File: src/rtl/asterix_pkg.sv
// Shared definitions for the Asterix datapath: stack op encodings and word width.
// Used by the data stack, the ALU and the Y/T multiplexers.
package asterix_pkg;

    localparam int DATA_W = 16;

    typedef enum logic [1:0] {
        OP_HOLD    = 2'b00,
        OP_PUSH    = 2'b01,
        OP_POP     = 2'b10,
        OP_REPLACE = 2'b11
    } op_e;

endpackage

File: src/rtl/data_stack_if.sv
// Operation/status bundle between the sequencer (master) and the data stack (slave).
interface data_stack_if
    import asterix_pkg::*;
#(
    parameter int DATA_W = asterix_pkg::DATA_W,
    parameter int DEPTH  = 16
);
    localparam int CW = $clog2(DEPTH + 2);

    op_e               op;
    logic [DATA_W-1:0] din;
    logic              clr_err;
    logic [DATA_W-1:0] next_out;
    logic [CW-1:0]     count;
    logic              empty;
    logic              full;
    logic              overflow;
    logic              underflow;

    modport master (
        output op, din, clr_err,
        input  next_out, count, empty, full, overflow, underflow
    );

    modport slave (
        input  op, din, clr_err,
        output next_out, count, empty, full, overflow, underflow
    );
endinterface

File: src/rtl/stack_ram.sv
// Spill storage below NEXT: one synchronous write port, one combinational read port
// so that POP can refill NEXT in the same cycle.
module stack_ram #(
    parameter int DATA_W = 16,
    parameter int DEPTH  = 16,
    parameter int AW     = (DEPTH > 1) ? $clog2(DEPTH) : 1
) (
    input  logic              clk,
    input  logic              we,
    input  logic [AW-1:0]     waddr,
    input  logic [DATA_W-1:0] wdata,
    input  logic [AW-1:0]     raddr,
    output logic [DATA_W-1:0] rdata
);
    logic [DATA_W-1:0] mem [DEPTH];

    always_ff @(posedge clk) begin
        if (we) begin
            mem[waddr] <= wdata;
        end
    end

    assign rdata = mem[raddr];
endmodule

File: src/rtl/data_stack.sv
// Data stack: NEXT register plus DEPTH-entry spill RAM, with element count,
// full/empty decode and sticky overflow/underflow flags.
module data_stack
    import asterix_pkg::*;
#(
    parameter int DATA_W = asterix_pkg::DATA_W,
    parameter int DEPTH  = 16
) (
    input  logic            clk,
    input  logic            rst,
    data_stack_if.slave     bus
);
    localparam int CW  = $clog2(DEPTH + 2);
    localparam int SPW = $clog2(DEPTH + 1);
    localparam int AW  = (DEPTH > 1) ? $clog2(DEPTH) : 1;
    localparam logic [CW-1:0] CNT_FULL = CW'(DEPTH + 1);

    logic [DATA_W-1:0] next_reg;
    logic [CW-1:0]     count_reg;
    logic [SPW-1:0]    sp_reg;
    logic              overflow_reg;
    logic              underflow_reg;

    logic              is_empty;
    logic              is_full;
    logic              has_spill;
    logic              ram_we;
    logic [DATA_W-1:0] ram_rdata;
    logic [AW-1:0]     ram_waddr;
    logic [AW-1:0]     ram_raddr;

    assign is_empty  = (count_reg == '0);
    assign is_full   = (count_reg == CNT_FULL);
    // At least one element lives in RAM beneath NEXT.
    assign has_spill = (count_reg >= CW'(2));

    assign ram_we    = !rst && (bus.op == OP_PUSH) && !is_full && !is_empty;
    assign ram_waddr = AW'(sp_reg);
    assign ram_raddr = AW'(sp_reg - 1'b1);

    stack_ram #(
        .DATA_W (DATA_W),
        .DEPTH  (DEPTH),
        .AW     (AW)
    ) u_ram (
        .clk   (clk),
        .we    (ram_we),
        .waddr (ram_waddr),
        .wdata (next_reg),
        .raddr (ram_raddr),
        .rdata (ram_rdata)
    );

    always_ff @(posedge clk) begin
        if (rst) begin
            next_reg      <= '0;
            count_reg     <= '0;
            sp_reg        <= '0;
            overflow_reg  <= 1'b0;
            underflow_reg <= 1'b0;
        end else begin
            // Clear first so an error raised in the same cycle overrides it.
            if (bus.clr_err) begin
                overflow_reg  <= 1'b0;
                underflow_reg <= 1'b0;
            end
            case (bus.op)
                OP_PUSH: begin
                    if (is_full) begin
                        overflow_reg <= 1'b1;
                    end else begin
                        next_reg  <= bus.din;
                        count_reg <= count_reg + 1'b1;
                        if (!is_empty) begin
                            sp_reg <= sp_reg + 1'b1;
                        end
                    end
                end
                OP_POP: begin
                    if (is_empty) begin
                        underflow_reg <= 1'b1;
                    end else begin
                        next_reg  <= has_spill ? ram_rdata : '0;
                        count_reg <= count_reg - 1'b1;
                        if (has_spill) begin
                            sp_reg <= sp_reg - 1'b1;
                        end
                    end
                end
                OP_REPLACE: begin
                    next_reg <= bus.din;
                    if (is_empty) begin
                        count_reg <= CW'(1);
                    end
                end
                default: ;
            endcase
        end
    end

    assign bus.next_out  = next_reg;
    assign bus.count     = count_reg;
    assign bus.empty     = is_empty;
    assign bus.full      = is_full;
    assign bus.overflow  = overflow_reg;
    assign bus.underflow = underflow_reg;
endmodule

File: src/flat_wrapper.sv
// flat-port wrapper written by rule: the top's interface ports become plain ports
module data_stack_flat import asterix_pkg::*;
#(
    parameter int DATA_W = asterix_pkg::DATA_W,
    parameter int DEPTH  = 16
)
  (clk, rst, bus_op, bus_din, bus_clr_err, bus_next_out, bus_count, bus_empty, bus_full, bus_overflow, bus_underflow);
  data_stack_if #(.DATA_W(DATA_W), .DEPTH(DEPTH)) bus_i ();
  input  logic clk;
  input  logic rst;
  input wire logic [$bits(bus_i.op)-1:0] bus_op;
  input wire logic [$bits(bus_i.din)-1:0] bus_din;
  input wire logic [$bits(bus_i.clr_err)-1:0] bus_clr_err;
  output wire logic [$bits(bus_i.next_out)-1:0] bus_next_out;
  output wire logic [$bits(bus_i.count)-1:0] bus_count;
  output wire logic [$bits(bus_i.empty)-1:0] bus_empty;
  output wire logic [$bits(bus_i.full)-1:0] bus_full;
  output wire logic [$bits(bus_i.overflow)-1:0] bus_overflow;
  output wire logic [$bits(bus_i.underflow)-1:0] bus_underflow;
  assign bus_i.op = bus_op;
  assign bus_i.din = bus_din;
  assign bus_i.clr_err = bus_clr_err;
  assign bus_next_out = bus_i.next_out;
  assign bus_count = bus_i.count;
  assign bus_empty = bus_i.empty;
  assign bus_full = bus_i.full;
  assign bus_overflow = bus_i.overflow;
  assign bus_underflow = bus_i.underflow;
  data_stack #(.DATA_W(DATA_W), .DEPTH(DEPTH)) u_core (.clk(clk), .rst(rst), .bus(bus_i));
endmodule
File: config.mk
export PLATFORM = sky130hd
export DESIGN_NAME = data_stack_flat
export DESIGN_NICKNAME = d
export VERILOG_FILES = /design/src/rtl/asterix_pkg.sv /design/src/rtl/data_stack_if.sv /design/src/rtl/stack_ram.sv /design/src/rtl/data_stack.sv /design/src/flat_wrapper.sv
export SDC_FILE = /design/constraint.sdc
export NUM_CORES = 1
export LEC_CHECK = 0
export CORE_MARGIN = 5
export CORE_UTILIZATION = 35
export CTS_BUF_LIST = sky130_fd_sc_hd__clkbuf_2
export CTS_CLUSTER_SIZE = 8
export DETAILED_ROUTE_END_ITERATION = 16
export GPL_TIMING_DRIVEN = 0
export SLEW_MARGIN = 20
export SYNTH_ARGS = -nofsm -noshare
export SYNTH_HDL_FRONTEND = slang
export SYNTH_SLANG_ARGS = --single-unit
File: constraint.sdc
create_clock -name clk -period 6.4 [get_ports clk]
set_input_delay 0.64 -clock clk [delete_from_list [all_inputs] [get_ports clk]]
set_output_delay 0.64 -clock clk [all_outputs]
set_load 0.005 [all_outputs]
==> results of run 1 <==
critical path: cells and delay by family (launching register included):
family                     cells  cell delay, ns
buffers and inverters          5            1.77
adders and majority gates      1            0.38
DFF                            1            0.46
AOI/OAI and AO/OA              2            0.36
muxes                          2            0.72
and+or+nand+nor                1            0.06
final timing paths:
kind | to
setup reg to reg | u_core.bus.next_out[8]
hold reg to reg | u_core.bus.underflow
setup / recovery | u_core.bus.next_out[8]
hold / removal | u_core.bus.underflow
where the power goes:
| group | internal [uW] | leakage (uW) | switching [uW] |
|---|---|---|---|
| Clock | 550 | 0.000539 | 721 |
| Combinational | 388 | 0.00138 | 442 |
| Sequential | 2100 | 0.00257 | 91.3 |
per-layer routing:
layer | vias up | GRT usage | wire [um]
li1 | 2773 | - | -
met1 | 3279 | 0.2023 | 11630
met2 | 239 | 0.2356 | 12860
met3 | 43 | 0.03744 | 1792
met4 | 0 | 0.04751 | 465
met5 | - | 0 | 0
layout make-up:
class / count / area share
diodes: 1 / 0.0001855
plain buffers: 36 / 0.01540
clock buffers: 113 / 0.04192
clock inverters: 20 / 0.01011
inverters: 18 / 0.005008
multi-input cells: 268 / 0.2300
flip-flops and latches: 283 / 0.6099
well taps: 442 / 0.04099
repair buffers: 62 / 0.04647
Yosys cell counts (2+ instances only):
cell	instances	area [sq um]
edfxtp_1	256	7687
mux4_2	63	1419
nor2_1	36	135.1
mux2i_1	35	350.3
dfxtp_1	27	540.5
inv_1	18	67.56
buf_2	12	60.06
clkbuf_1	11	41.29
a2111oi_2	10	150.1
a211oi_2	10	125.1
nand2_1	10	37.54
nor2_4	10	112.6
nor2_2	9	56.30
nor3_1	9	45.04
a211oi_1	8	60.06
xnor2_1	8	70.07
a21oi_1	7	35.03
nor2b_1	6	37.54
buf_4	5	37.54
ha_1	5	62.56
a2111oi_0	4	35.03
buf_1	4	15.01
nand2b_1	4	25.02
buf_6	3	33.78
o21ai_0	3	15.01
o31ai_1	3	22.52
a221oi_1	2	17.52
a22o_1	2	17.52
and2_1	2	12.51
nand3_1	2	10.01
logic make-up (layout without fill, tap and decap cells):
kind of cell / after synthesis / in the layout
other: 0 / 1
adder cells (fa/ha/maj): 5 / 5
AND/OR/NAND/NOR: 96 / 96
buffers and inverters: 54 / 249
AO/OA/AOI/OAI: 60 / 60
XOR/XNOR: 9 / 9
flip-flops: 283 / 283
multiplexers: 98 / 98
cells in the final DEF, fill, tap and decap left out, types with 11 or more instances in the layout:
master	synthesis	layout
edfxtp_1	256	256
clkbuf_1	11	11
clkbuf_2	0	113
mux2i_1	35	35
clkinv_1	0	11
buf_2	12	12
nor2_4	10	13
buf_6	3	14
inv_1	18	18
nor2_2	9	18
mux4_2	63	63
clkdlybuf4s50_1	0	45
dfxtp_1	27	27
nor2_1	36	24
through the flow:
step	cell area (sq um)	setup WS (ns)	power, uW
3_5_place_dp	12790	2.463	3068
3_3_place_gp	12540	1.429	3040
6_report	13490	2.486	4287
5_1_grt	13490	2.303	4503
2_1_floorplan	11540	3.466	2773
4_1_cts	13490	2.475	4342
==> flow_summary.toml, run 1 <==
[setup_path]
crit_start = "u_core.sp_reg[0]"
worst-r2r-cell-count = 11
path_cells = "buf_2, buf_4, inv_1, ha_1, buf_2, buf_1, mux4_2, mux2i_1, nor2_4, a2111oi_2, a211oi_2"
cpMaxStageDelayCell = "buf_1"
crit_required_ns = 7.07
max_stage_delay_ns = 0.66
reg2reg_setup_slack_ns = 2.49
crit_path_start_kind = "flop"
cp_max_fo = 10
arrival_ns = 4.58
cpMostUsedCell = "buf_2"
end_kind = "flop"
crit_type = "reg2reg"
r2r-start = "u_core.sp_reg[0]"

[logic_synthesis]
ys.flop_type = "edfxtp_1"
async_flop_share = 0
synth_seq_cells = 283
syn_area_per_cell_sq_um = 19.08
synth_area_sq_um = 11540
muxShareOfSynthArea = 0.1533
synth_top_family_by_area = "multiplexers"
synth-seq-area-share = 0.7129
synthCells = 605
syn-num-nets = 631
ys_warn_count = 0
synth.distinct_cells = 51
synth_adder_area_share = 0.005421
synthXorXnorAreaFrac = 0.007480
synth_compound_area_frac = 0.05052
synth-edff-count = 256
yosys.area_share.simple = 0.04651

[die]
rows = 66
initial_core_util = 0.3547
fp.dieH_um = 191.6
coreArea_sq_um = 32540
die_area_sq_um = 36710
pin_count = 46
dieWidth_um = 191.6

[global_route]
grt_use_total = 0.1484
antenna_found_initial = 1
grt_max_degree = 19
grt_pass1_vias = 6758
grt_overflow_total = 0
grt_pass1_wl_mm = 40.78

[sta]
tns_ns = 0
clock.fmax_mhz = 255.5
drv_slew = 0
min_period_ns = 3.914
setup_viol = 0
skew_ns = 0.04361
finalHoldViolCount = 0
worstMarginPinSlew_ns = 0.8496
rsz0062_at_grt = "no"
hold_slack_ns = 0.5679
slew-limit-headroom = 0.4336
period_share = 0.6115

[layout]
drive_above_1_share = 0.3550
largest_reg_flops = 256
nets = 769
fin_util = 0.4146
multi_input_area_sq_um = 3103
ff_latch_area_sq_um = 8228
nFillCells = 2953
fin_cells = 1243
syn2layout_area_growth_pct = 16.89

[route]
drt-vias-per-instance = 5.096
wl_per_cell_um = 21.52
first_pass_iters = 5
drc = 0
wirelength_mm = 26.74
vias = 6334
drtAntennaViolNets = 0
drt-initial-drc-count = 476

[placed_design]
placedCellCount = 1109
io_buffers = 45
hpwl_mm = 17.79
routabilityCongestion = 0.8685

[pwr]
power_density_nw_per_um2 = 317.8
vdd_drop_max_mv = 0.1007
p_leak_uw = 0.004483

[clock_network]
worstSkewPairLatency_ns = 0.80
postCtsHoldBufs = 0
cts_tree = "done"
post_cts_buffers = 0
cts_made_buffers = 74
root_buffer = "clkbuf_2"
h-tree-depth = 3
clockBufferDepth = 3
cts_resized = 0
clk_pin_slew_ns = 0.11
cts_sinks = 283

[status]
status = "completed"

[hold_path]
worstHoldStart = "bus_clr_err"
hold_depth = 4
worstHoldPathType = "in2reg"

[run]
drv_cap = 0
Power figures use the tool's default switching activity.
==> run 2, diff against run 1 <==
==> constraint.sdc (replaced) <==
create_clock -name clk -period 3.9 [get_ports clk]
set_input_delay 0.39 -clock clk [delete_from_list [all_inputs] [get_ports clk]]
set_output_delay 0.39 -clock clk [all_outputs]
set_load 0.005 [all_outputs]
==> flow_summary.toml, run 2 (synthesized netlist as in run 1, its figures left out) <==
[layout]
fin_util = 0.4149
fin_cells = 1243
largest_reg_flops = 256
final_cell_mix = "256 x edfxtp_1, 115 x clkbuf_2, 63 x mux4_2"
nFillCells = 2954
drive_above_1_share = 0.3588
mostFrequentLayoutCell = "edfxtp_1"
nets = 769
multi_input_area_sq_um = 3103
syn2layout_area_growth_pct = 16.98
ff_latch_area_sq_um = 8228

[die]
fp.dieH_um = 191.6
dieWidth_um = 191.6
die_area_sq_um = 36710
initial_core_util = 0.3547
rows = 66
coreArea_sq_um = 32540
pin_count = 46

[setup_path]
path_buf_inv = 4
end_kind = "flop"
crit_path_start_kind = "flop"
cp_max_fo = 10
path_cells = "buf_2, buf_4, inv_1, ha_1, clkbuf_1, mux4_2, mux2i_1, nor2_1, a2111oi_0, a211oi_1"
max_stage_delay_ns = 0.66
crit_required_ns = 4.54
crit_type = "reg2reg"
path_delay_family = "buffers and inverters"
arrival_ns = 4.29
cpMaxStageDelayCell = "clkbuf_1"

[sta]
period_share = 0.9356
finalHoldViolCount = 0
skew_ns = 0.04748
tns_ns = 0
drv_slew = 0
worstMarginPinSlew_ns = 0.8458
rsz0062_at_grt = "no"
clock.fmax_mhz = 274.1
setup_viol = 0
slew-limit-headroom = 0.4361
min_period_ns = 3.649

[route]
drc = 0
vias = 6263
drt-initial-drc-count = 450
wirelength_mm = 26.63
drtAntennaViolNets = 0
drt-vias-per-instance = 5.039
wl_per_cell_um = 21.42
first_pass_iters = 6

[clock_network]
post_cts_buffers = 0
cts_sinks = 283
worstSkewPairLatency_ns = 0.81
root_buffer = "clkbuf_2"
clockBufferDepth = 3
h-tree-depth = 3
clk_pin_slew_ns = 0.12
cts_made_buffers = 74
cts_tree = "done"
postCtsHoldBufs = 0

[placed_design]
routabilityCongestion = 0.8685
placedCellCount = 1109
hpwl_mm = 17.79
io_buffers = 45

[global_route]
grt_pass1_wl_mm = 40.78
grt_use_total = 0.1484
grt_pass1_vias = 6758
grt_max_degree = 19
grt_overflow_total = 0
antenna_found_initial = 1

[pwr]
vdd_drop_max_mv = 0.1653
power_frac_clock = 0.297
swShare = 0.2922
p_int_uw = 4980
p_sw_uw = 2056
combPwrFrac = 0.193
seqPwrFrac = 0.510
power_density_nw_per_um2 = 521.2
power_uw = 7036
p_leak_uw = 0.004497

[run]
drv_cap = 0

[status]
status = "completed"

[hold_path]
worstHoldPathType = "in2reg"
[run 2: path summary, 6_finish.rpt]
check / startpoint / to / slack, ns / cells after the start
worst max-delay path: u_core.sp_reg[0] / u_core.bus.next_out[15] / 0.25 / 10
worst max register to register: u_core.sp_reg[0] / u_core.bus.next_out[15] / 0.25 / 10
worst min register to register: u_core.bus.underflow / u_core.bus.underflow / 0.62 / 3
worst min-delay path: bus_clr_err / u_core.bus.underflow / 0.32 / 4
[run 2: worst reg2reg max path: stages (launching register included)]
cell and delay, ns:
dfxtp_1 0.46, buf_2 0.33, buf_4 0.30, inv_1 0.18, ha_1 0.38, clkbuf_1 0.66
mux4_2 0.41, mux2i_1 0.20, nor2_1 0.09, a2111oi_0 0.38, a211oi_1 0.09
[run 2: through the flow]
stage | instance area, sq um | worst slack, ns | hold WS, ns
2_1_floorplan | 11540 | 0.9657 | 0.5534
3_3_place_gp | 12540 | -0.8212 | 0.5862
3_5_place_dp | 12790 | -0.03718 | 0.6094
4_1_cts | 13490 | 0.001658 | 0.2761
5_1_grt | 13500 | 0.02072 | 0.3041
6_report | 13500 | 0.2511 | 0.3165
[run 2: power by group through the flow]
stage | clock, uW | sequential [uW] | combinational [uW]
global placement | 0 | 3650 | 1340
floorplan | 0 | 3590 | 959
detailed placement | 0 | 3660 | 1370
finish | 2090 | 3590 | 1360
global route | 2320 | 3610 | 1460
CTS | 2150 | 3590 | 1380
[run 2: what timing repair did]
item | CTS | global route
setup endpoints to repair | 1 | 14
resized for setup | 1 | 4
pin swaps | 0 | 0
[run 2: area by class of cell]
class / count / area share
Sequential cell: 283 / 0.6095
Multi-Input combinational cell: 268 / 0.2298
Timing Repair Buffer: 62 / 0.04643
Clock buffer: 113 / 0.04189
Tap cell: 442 / 0.04096
Buffer: 36 / 0.01613
Clock inverter: 20 / 0.01010
Inverter: 18 / 0.005005
Antenna cell: 1 / 0.0001854
[run 2: layer usage]
| metal | share of wire | track usage | up-vias |
|---|---|---|---|
| li1 | - | - | 2767 |
| met4 | 0.017 | 0.04751 | 0 |
| met1 | 0.43 | 0.2023 | 3229 |
| met5 | 0 | 0 | - |
| met3 | 0.069 | 0.03744 | 36 |
| met2 | 0.48 | 0.2356 | 231 |
